[config.mk]
export PLATFORM = sky130hd
export DESIGN_NAME = fetch_redirect_ctrl
export DESIGN_NICKNAME = d
export VERILOG_FILES = /design/src/rtl/fetch_redirect_ctrl.sv
export SDC_FILE = /design/constraint.sdc
export NUM_CORES = 1
export LEC_CHECK = 0
export ABC_AREA = 1
export CAP_MARGIN = 40
export CORE_ASPECT_RATIO = 0.8
export CORE_UTILIZATION = 40
export CTS_CLUSTER_SIZE = 10
export DETAILED_ROUTE_END_ITERATION = 12
export PLACE_DENSITY = 0.86
export SLEW_MARGIN = 30
export SYNTH_ARGS = -nofsm -noshare
export SYNTH_HDL_FRONTEND = slang
export SYNTH_SLANG_ARGS = --single-unit
[constraint.sdc]
create_clock -name clk_i -period 1.55 [get_ports clk_i]
set_clock_uncertainty 0.15 [all_clocks]
set_input_delay 0.3875 -clock clk_i [delete_from_list [all_inputs] [get_ports clk_i]]
set_output_delay 0.3875 -clock clk_i [all_outputs]
set_load 0.02 [all_outputs]
[src/rtl/fetch_redirect_ctrl.sv]
// Front-end next-PC sequencer: chooses the PC source, gates PC updates with fetch
// back-pressure, and drains/redirects the front end after a branch mispredict.
module fetch_redirect_ctrl #(
   parameter int                XLEN         = 32,
   parameter logic [XLEN-1:0]   BOOT_PC      = 32'h0000_0200,
   parameter int                FLUSH_CYCLES = 2,
   parameter int                EPOCH_W      = 2
) (
   input  logic               clk_i,
   input  logic               rst_n_i,
   input  logic               pred_valid_i,
   input  logic               pred_taken_i,
   input  logic [XLEN-1:0]    pred_target_i,
   input  logic               res_valid_i,
   input  logic               res_mispredict_i,
   input  logic               res_taken_i,
   input  logic [XLEN-1:0]    res_target_i,
   input  logic [XLEN-1:0]    res_pc_i,
   input  logic               fetch_ready_i,
   output logic [1:0]         pc_sel_o,
   output logic               pc_en_o,
   output logic [XLEN-1:0]    redir_target_o,
   output logic               fetch_valid_o,
   output logic               flush_o,
   output logic [EPOCH_W-1:0] epoch_o
);

   localparam int CNT_W = $clog2(FLUSH_CYCLES + 1);

   localparam logic [1:0] SEL_SEQ   = 2'b00;
   localparam logic [1:0] SEL_PRED  = 2'b01;
   localparam logic [1:0] SEL_REDIR = 2'b10;
   localparam logic [1:0] SEL_BOOT  = 2'b11;

   typedef enum logic [1:0] {
      S_BOOT,
      S_RUN,
      S_FLUSH
   } state_t;

   state_t            state, state_nxt;
   logic [CNT_W-1:0]  cnt, cnt_nxt;
   logic              mp;
   logic [XLEN-1:0]   mp_target;
   logic [1:0]        sel;
   logic              en;
   logic              fvalid;
   logic              flush;

   // Target and BOOT_PC are consumed by the external PC mux, not here.
   logic unused_ok;
   assign unused_ok = ^{pred_target_i, BOOT_PC};

   assign mp        = res_valid_i & res_mispredict_i;
   assign mp_target = res_taken_i ? res_target_i : res_pc_i + XLEN'(4);

   always_ff @(posedge clk_i or negedge rst_n_i) begin
      if (!rst_n_i) begin
         state          <= S_BOOT;
         cnt            <= '0;
         epoch_o        <= '0;
         redir_target_o <= '0;
      end else begin
         state <= state_nxt;
         cnt   <= cnt_nxt;
         if (mp) begin
            redir_target_o <= mp_target;
            epoch_o        <= epoch_o + EPOCH_W'(1);
         end
      end
   end

   always_comb begin
      state_nxt = state;
      cnt_nxt   = cnt;
      sel       = SEL_SEQ;
      en        = 1'b0;
      fvalid    = 1'b0;
      flush     = 1'b0;
      case (state)
         S_BOOT: begin
            sel       = SEL_BOOT;
            en        = 1'b1;
            state_nxt = S_RUN;
         end
         S_RUN: begin
            fvalid = 1'b1;
            if (fetch_ready_i) begin
               en  = 1'b1;
               sel = (pred_valid_i && pred_taken_i) ? SEL_PRED : SEL_SEQ;
            end
         end
         S_FLUSH: begin
            if (cnt != '0) begin
               cnt_nxt = cnt - CNT_W'(1);
            end else begin
               sel = SEL_REDIR;
               if (fetch_ready_i) begin
                  en        = 1'b1;
                  state_nxt = S_RUN;
               end
            end
         end
         default: state_nxt = S_BOOT;
      endcase
      // A mispredict overrides everything, including a redirect about to issue.
      if (mp) begin
         flush     = 1'b1;
         en        = 1'b0;
         cnt_nxt   = CNT_W'(FLUSH_CYCLES);
         state_nxt = S_FLUSH;
      end
   end

   assign pc_sel_o      = rst_n_i ? sel : SEL_BOOT;
   assign pc_en_o       = en & rst_n_i;
   assign fetch_valid_o = fvalid & rst_n_i;
   assign flush_o       = flush & rst_n_i;

endmodule

==> run metrics, run 1 <==
Total Wirelength=9530 µm; worst path required time=1.01 ns; vias in the first global route=3313; Core Box Area=0.00647 mm²; die area=0.00713 mm²; Worst-Margin Slew=0.277 ns; nets=702; CP max FO=2; number of buffers and inverters on the critical path=2; GR Overflow Total=0; DR DRC count=0; P_int=2.36 mW; RSZ-0062 raised after global routing=yes; Post-Syn Nets=527; RD Place Congestion=0.880; port bufs=110; Period Utilization, post-route=125%; sequential cell area=951 µm²; max incr delay on CP=0.39 ns; CP Cell Sequence=inv_2 > ha_4 > nand2_4 > nand2_2 > nand2_2 > a211oi_4 > buf_6; hpwl dp=7060 µm; # setup viols final=5; M2 GR Usage=48.8%; Clock Power Share=19.8%; Reg clk slew, reported paths=0.08 ns; H-tree depth=2; number of antenna diodes=0; M1 GR Usage=33.4%; antenna-violating nets left=0; RR Startpoint=state[1]; CTS tree=built; Peak Freq=518 MHz; CP most frequent cell=nand2_2; Pins Over Slew Limit=0; relative slew slack=81.5%; number of synthesized register bits=38; io pins=143; area taken by multi-input logic gates=0.00174 mm²; Die W=94.2 µm; drt pass-1 iters=4; flop2flop setup slack=-0.06 ns; Sequential Power Share=34.7%; Vias/cell=5.10; violated checks=setup timing; first-pass GRT wire length=14800 µm; grt met3 use=4.49%; Post-Synthesis Cell Area=0.00272 mm²; VDD IR max=0.000516 V; Yosys Warn Count=0; Synth Area per Inst=6.46 µm²; final core occ=70.9%; Comb power frac=45.6%; status=complete, but fails checks; Placement Rows=26; wire length per cell=14.0 µm; Initial DRC Count=191; RR Endpoint=cnt[1]; post-synth top area share=35.0%; Switching Share=37.0%; Critical Setup Path Class=flip-flop to output pin; Critical path origin=cnt[0]; setup TNS=-1.16 ns; filler cell count=546; hold crit path type=primary input to async pin; leakage power=2.19 nW; Total GRT Usage=26.9%; Fin. Hold Viols=0; Psw=1.38 mW; Die Y=75.7 µm; cell count after synthesis=421; MaxCap Viol Count=0; largest area contributor in the netlist=dfrtp_1; CTS Sinks=38; commonest non-fill, non-tap cell in the layout=nand2_1; PD cells=814 mW/mm²; via count=3472; most frequent cells in the layout=nand2_1 (113), buf_4 (68), nor2_1 (66); Top delay family on crit path=flip-flops; slowest CP cell=dfrtp_1; Starting Density=42.0%; critical path endpoint category=output pin; Min Clock Period, post-route=1.93 ns; stages on the worst setup path=7; root buffer cell=clkbuf_8; Area Growth Syn to Fin=68.9%; pin count of the biggest net entering global routing=39; Setup WS post-layout=-0.380 ns; initial antenna violation count=0; layout cells sized above 1=27.0%; CP arrival=1.39 ns; Synth cell types=26; clk_lat worst skew=0.29 ns; busiest grt layer=met2; R2R cell count=9; CP Launch Type=flip-flop; CP Capture Point=pc_en_o; Area contributors post-synth=dfrtp_1 (35%), nand2_1 (18%), nor2_1 (11%); sequential area share after synthesis=35.0%; clk buf depth=2; CTS Buf Count=5
routing by layer:
layer  share of wire (%)  routed length, µm  up-vias
li1                    -                  -     1682
met1                  43               4080     1647
met2                  50               4750      128
met3                 5.9                559       15
met4                 1.5                139        0
met5                   0                  0        -
worst min-delay path by stage:
stage                        from                 end  slack [ns]  cells past startpoint
after global routing      rst_n_i  redir_target_o[13]        0.10                      3
after floorplan           rst_n_i              cnt[0]       -0.06                      0
after detailed placement  rst_n_i  redir_target_o[23]        0.26                      2
final                     rst_n_i  redir_target_o[13]        0.07                      3
after CTS                 rst_n_i   redir_target_o[6]        0.08                      3
after global placement    rst_n_i  redir_target_o[21]        0.25                      2
cells in the mapped netlist (all sizes together):
cell type,count
a211oi,1
a21oi,41
and2,3
buf,5
clkbuf,8
clkinv,1
dfrtp,38
ha,2
inv,33
nand2,135
nand3,39
nand3b,1
nand4,3
nor2,91
nor3,1
o21ai,7
o21bai,7
xnor2,4
xor2,1
flip-flops by register name, indices dropped and copies added, names as in the netlist:
name and count:
redir_target_o 32, cnt 2, epoch_o 2, state 2
tightest hold or removal path, stage by stage:
cell and delay (ns):
buf_2 0.10, buf_4 0.13, buf_4 0.28
power groups by stage:
stage | combinational, mW | sequential [mW] | clock [mW]
6_report | 1.70 | 1.30 | 0.738
5_1_grt | 1.84 | 1.32 | 0.793
4_1_cts | 1.58 | 1.29 | 0.741
3_5_place_dp | 1.60 | 1.30 | 0
3_3_place_gp | 1.55 | 1.29 | 0
2_1_floorplan | 0.509 | 1.49 | 0
metrics by stage:
step | instance area, µm² | hold slack [ns] | instances | total power, mW | setup WS (ns)
finish | 4590 | 0.0748 | 681 | 3.74 | -0.380
global placement | 4330 | 0.249 | 660 | 2.84 | -0.774
global route | 4590 | 0.105 | 681 | 3.95 | -0.456
CTS | 4480 | 0.0841 | 672 | 3.61 | -0.410
floorplan | 2750 | -0.0581 | 421 | 2.00 | -0.0724
detailed placement | 4330 | 0.263 | 660 | 2.90 | -0.829
area by class of cell:
cell class,instances,share of cell area (%)
Timing Repair Buffer,181,34.2
Tap cell,84,2.29
Multi-Input combinational cell,336,38.0
Inverter,34,2.78
Clock buffer,7,1.88
Clock inverter,1,0.109
Sequential cell,38,20.7
cell families after synthesis:
| logic type | share of synthesized area, % |
|---|---|
| AO/OA/AOI/OAI | 11.0 |
| XOR/XNOR | 1.61 |
| adder cells (fa/ha/maj) | 0.921 |
| buffers and inverters | 7.27 |
| flip-flops | 35.0 |
| AND/OR/NAND/NOR | 44.2 |
repair_timing:
item | 4_1_cts | 5_1_grt
hold buffers | 1 | 0
endpoints found under the hold margin | 17 | 0
buffers inserted | 4 | 10
pin swaps | 20 | 19
resized for setup | 129 | 91
endpoints found under the setup margin | 73 | 55
Power figures use the tool's default switching activity.
==> inputs of run 2 (changes only) <==
--- a/config.mk
+++ b/config.mk
@@ -6,7 +6,6 @@
 export NUM_CORES = 1
 export LEC_CHECK = 0
 export ABC_AREA = 1
-export CAP_MARGIN = 40
 export CORE_ASPECT_RATIO = 0.8
 export CORE_UTILIZATION = 40
 export CTS_CLUSTER_SIZE = 10
==> results of run 2 <==
Same layout as run 1: the final DEF is identical, and so are final timing and power.
==> inputs of run 3 (changes only) <==
--- a/config.mk
+++ b/config.mk
@@ -8,10 +8,10 @@
 export ABC_AREA = 1
 export CORE_ASPECT_RATIO = 0.8
 export CORE_UTILIZATION = 40
-export CTS_CLUSTER_SIZE = 10
 export DETAILED_ROUTE_END_ITERATION = 12
 export PLACE_DENSITY = 0.86
 export SLEW_MARGIN = 30
 export SYNTH_ARGS = -nofsm -noshare
 export SYNTH_HDL_FRONTEND = slang
 export SYNTH_SLANG_ARGS = --single-unit
+export TNS_END_PERCENT = 30
==> run 3 against run 2 <==
Effect of this change:
- the run still ends with setup timing left
- total power hardly changed
- via count up 0.60%
- sequential share of layout area about the same
- first-iteration DRC count decreased by 16%
- routed wire length is 0.68% higher
- maximum frequency is 0.10% lower
- register-to-register slack hardly changed
- combinational power is essentially flat
- sequential power barely moved
- die area is the same
- largest cell class unchanged
- largest power group unchanged
- highest routed layer unchanged
==> run metrics, run 3 (synthesis results as in run 1) <==
# setup viols final=5 (unchanged); clk buf depth=2 (unchanged); RR Endpoint=cnt[1]; Tot Pwr=3.74 mW (about the same); Placement Rows=26 (unchanged); Initial DRC Count=161 (-16%); max reg flops=32 (unchanged); DR DRC count=0 (unchanged); Worst-Margin Slew=0.274 ns (-0.00340 ns); hpwl dp=7060 µm (unchanged); initial antenna violation count=0 (unchanged); Total Wirelength=9600 µm (+0.68%); number of antenna diodes=0 (unchanged); P_int=2.36 mW (about the same); CP max FO=2 (unchanged); leakage power=2.20 nW (+0.32%); CTS tree=built; pin count of the biggest net entering global routing=39 (unchanged); WHS=0.0776 ns (+0.00280 ns); layout cells sized above 1=27.5% (+0.50 points); violated checks=setup timing; PD cells=813 mW/mm² (-0.13%); io pins=143 (unchanged); Total GRT Usage=27.0% (+0.087 points); MaxCap Viol Count=0 (unchanged); RD Place Congestion=0.880 (unchanged); CTS Sinks=38 (unchanged); status=complete, but fails checks; Core Box Area=0.00647 mm² (unchanged); Area Growth Syn to Fin=69.1%; Critical Setup Path Class=flip-flop to output pin; most frequent cells in the layout=nand2_1 (113), buf_4 (68), nor2_1 (63); Psw=1.38 mW (about the same); Period Utilization, post-route=125% (+0.13 points); Pins Over Slew Limit=0 (unchanged); Switching Share=36.9% (about the same); clk_lat worst skew=0.29 ns (about the same); first-pass GRT wire length=14800 µm (about the same); commonest non-fill, non-tap cell in the layout=nand2_1; Vias/cell=5.13 (+0.60%); worst path required time=1.01 ns (about the same); fin area=0.00460 mm² (+0.14%); Fin. Hold Viols=0 (unchanged); hold crit path type=primary input to async pin; nets=702 (unchanged); antenna-violating nets left=0 (unchanged); drt pass-1 iters=5 (+1); Reg clk slew, reported paths=0.08 ns (about the same); die area=0.00713 mm² (unchanged); critical path endpoint category=output pin; RR Startpoint=state[1]; Sequential Power Share=34.7% (about the same); GR Overflow Total=0 (unchanged); Clock Power Share=19.7% (about the same); Die W=94.2 µm (unchanged); relative slew slack=81.8% (+0.23 points); final cell count without fillers=681 (unchanged); CP arrival=1.39 ns (about the same); R2R cell count=9 (unchanged); wire length per cell=14.1 µm (+0.68%); via count=3493 (+0.60%); Min Clock Period, post-route=1.93 ns (+0.00201 ns); port bufs=110 (unchanged); Biggest register=redir_target_o; CP Launch Type=flip-flop; dpl cell area=0.00433 mm² (unchanged); RSZ-0062 raised after global routing=yes; Setup WS post-layout=-0.382 ns (-0.00201 ns); CTS Buf Count=5 (unchanged); H-tree depth=2 (unchanged); Starting Density=42.0% (unchanged); flop2flop setup slack=-0.07 ns (about the same); Peak Freq=518 MHz (-0.10%); root buffer cell=clkbuf_8; Comb power frac=45.6% (about the same); vias in the first global route=3323 (+0.30%); Die Y=75.7 µm (unchanged); placed insts=660 (unchanged); VDD IR max=0.000516 V (about the same)
-- run 3: worst max-delay path: stages (launching register included) --
cell and delay, ns:
dfrtp_1 0.39, inv_2 0.07, ha_4 0.15, nand2_4 0.05
nand2_2 0.06, nand2_2 0.07, a211oi_4 0.17, buf_6 0.14
-- run 3: cell type report --
class	count	area, µm²
well taps	84	105
multi-input cells	336	1750
flip-flops and latches	38	951
clock inverters	1	5.00
clock buffers	7	86.3
fillers	545	1880
repair buffers	181	1580
inverters	34	128
-- run 3: through the flow --
step                      TNS, ns  util, %  setup WS [ns]
after floorplan           -0.0724        -        -0.0724
after global placement     -18.97     66.9         -0.774
after detailed placement   -20.63     66.9         -0.829
after CTS                   -1.22     69.2         -0.410
after global routing        -1.75     71.0         -0.456
final                       -1.18     71.0         -0.382
-- run 3: metal layers --
layer	global-route usage, %	part of all wire (%)
met5	0	0
met1	33.1	42
met4	7.35	1.5
met3	4.49	6.8
met2	49.4	50
-- run 3: worst max-delay path by stage --
| stage | cells past startpoint | to | from |
|---|---|---|---|
| 6_report | 7 | pc_en_o | cnt[0] |
| 5_1_grt | 7 | pc_en_o | cnt[0] |
| 4_1_cts | 7 | pc_en_o | cnt[1] |
| 3_5_place_dp | 4 | pc_en_o | fetch_ready_i |
| 3_3_place_gp | 5 | pc_en_o | res_valid_i |
| 2_1_floorplan | 6 | pc_en_o | cnt[0] |
-- run 3: power by group through the flow --
stage               Combinational [mW]  Clock [mW]  Sequential, mW
global route                      1.84       0.793            1.32
detailed placement                1.60           0            1.30
global placement                  1.55           0            1.29
floorplan                        0.509           0            1.49
finish                            1.71       0.736            1.30
CTS                               1.58       0.741            1.29
-- run 3: timing repair --
item / 4_1_cts / 5_1_grt
gates cloned: 0 / 0
hold buffers: 1 / 0
resized for setup: 129 / 93
hold endpoints to repair: 17 / 0
setup buffers: 4 / 10
pin swaps: 19 / 19
setup endpoints to repair: 73 / 55
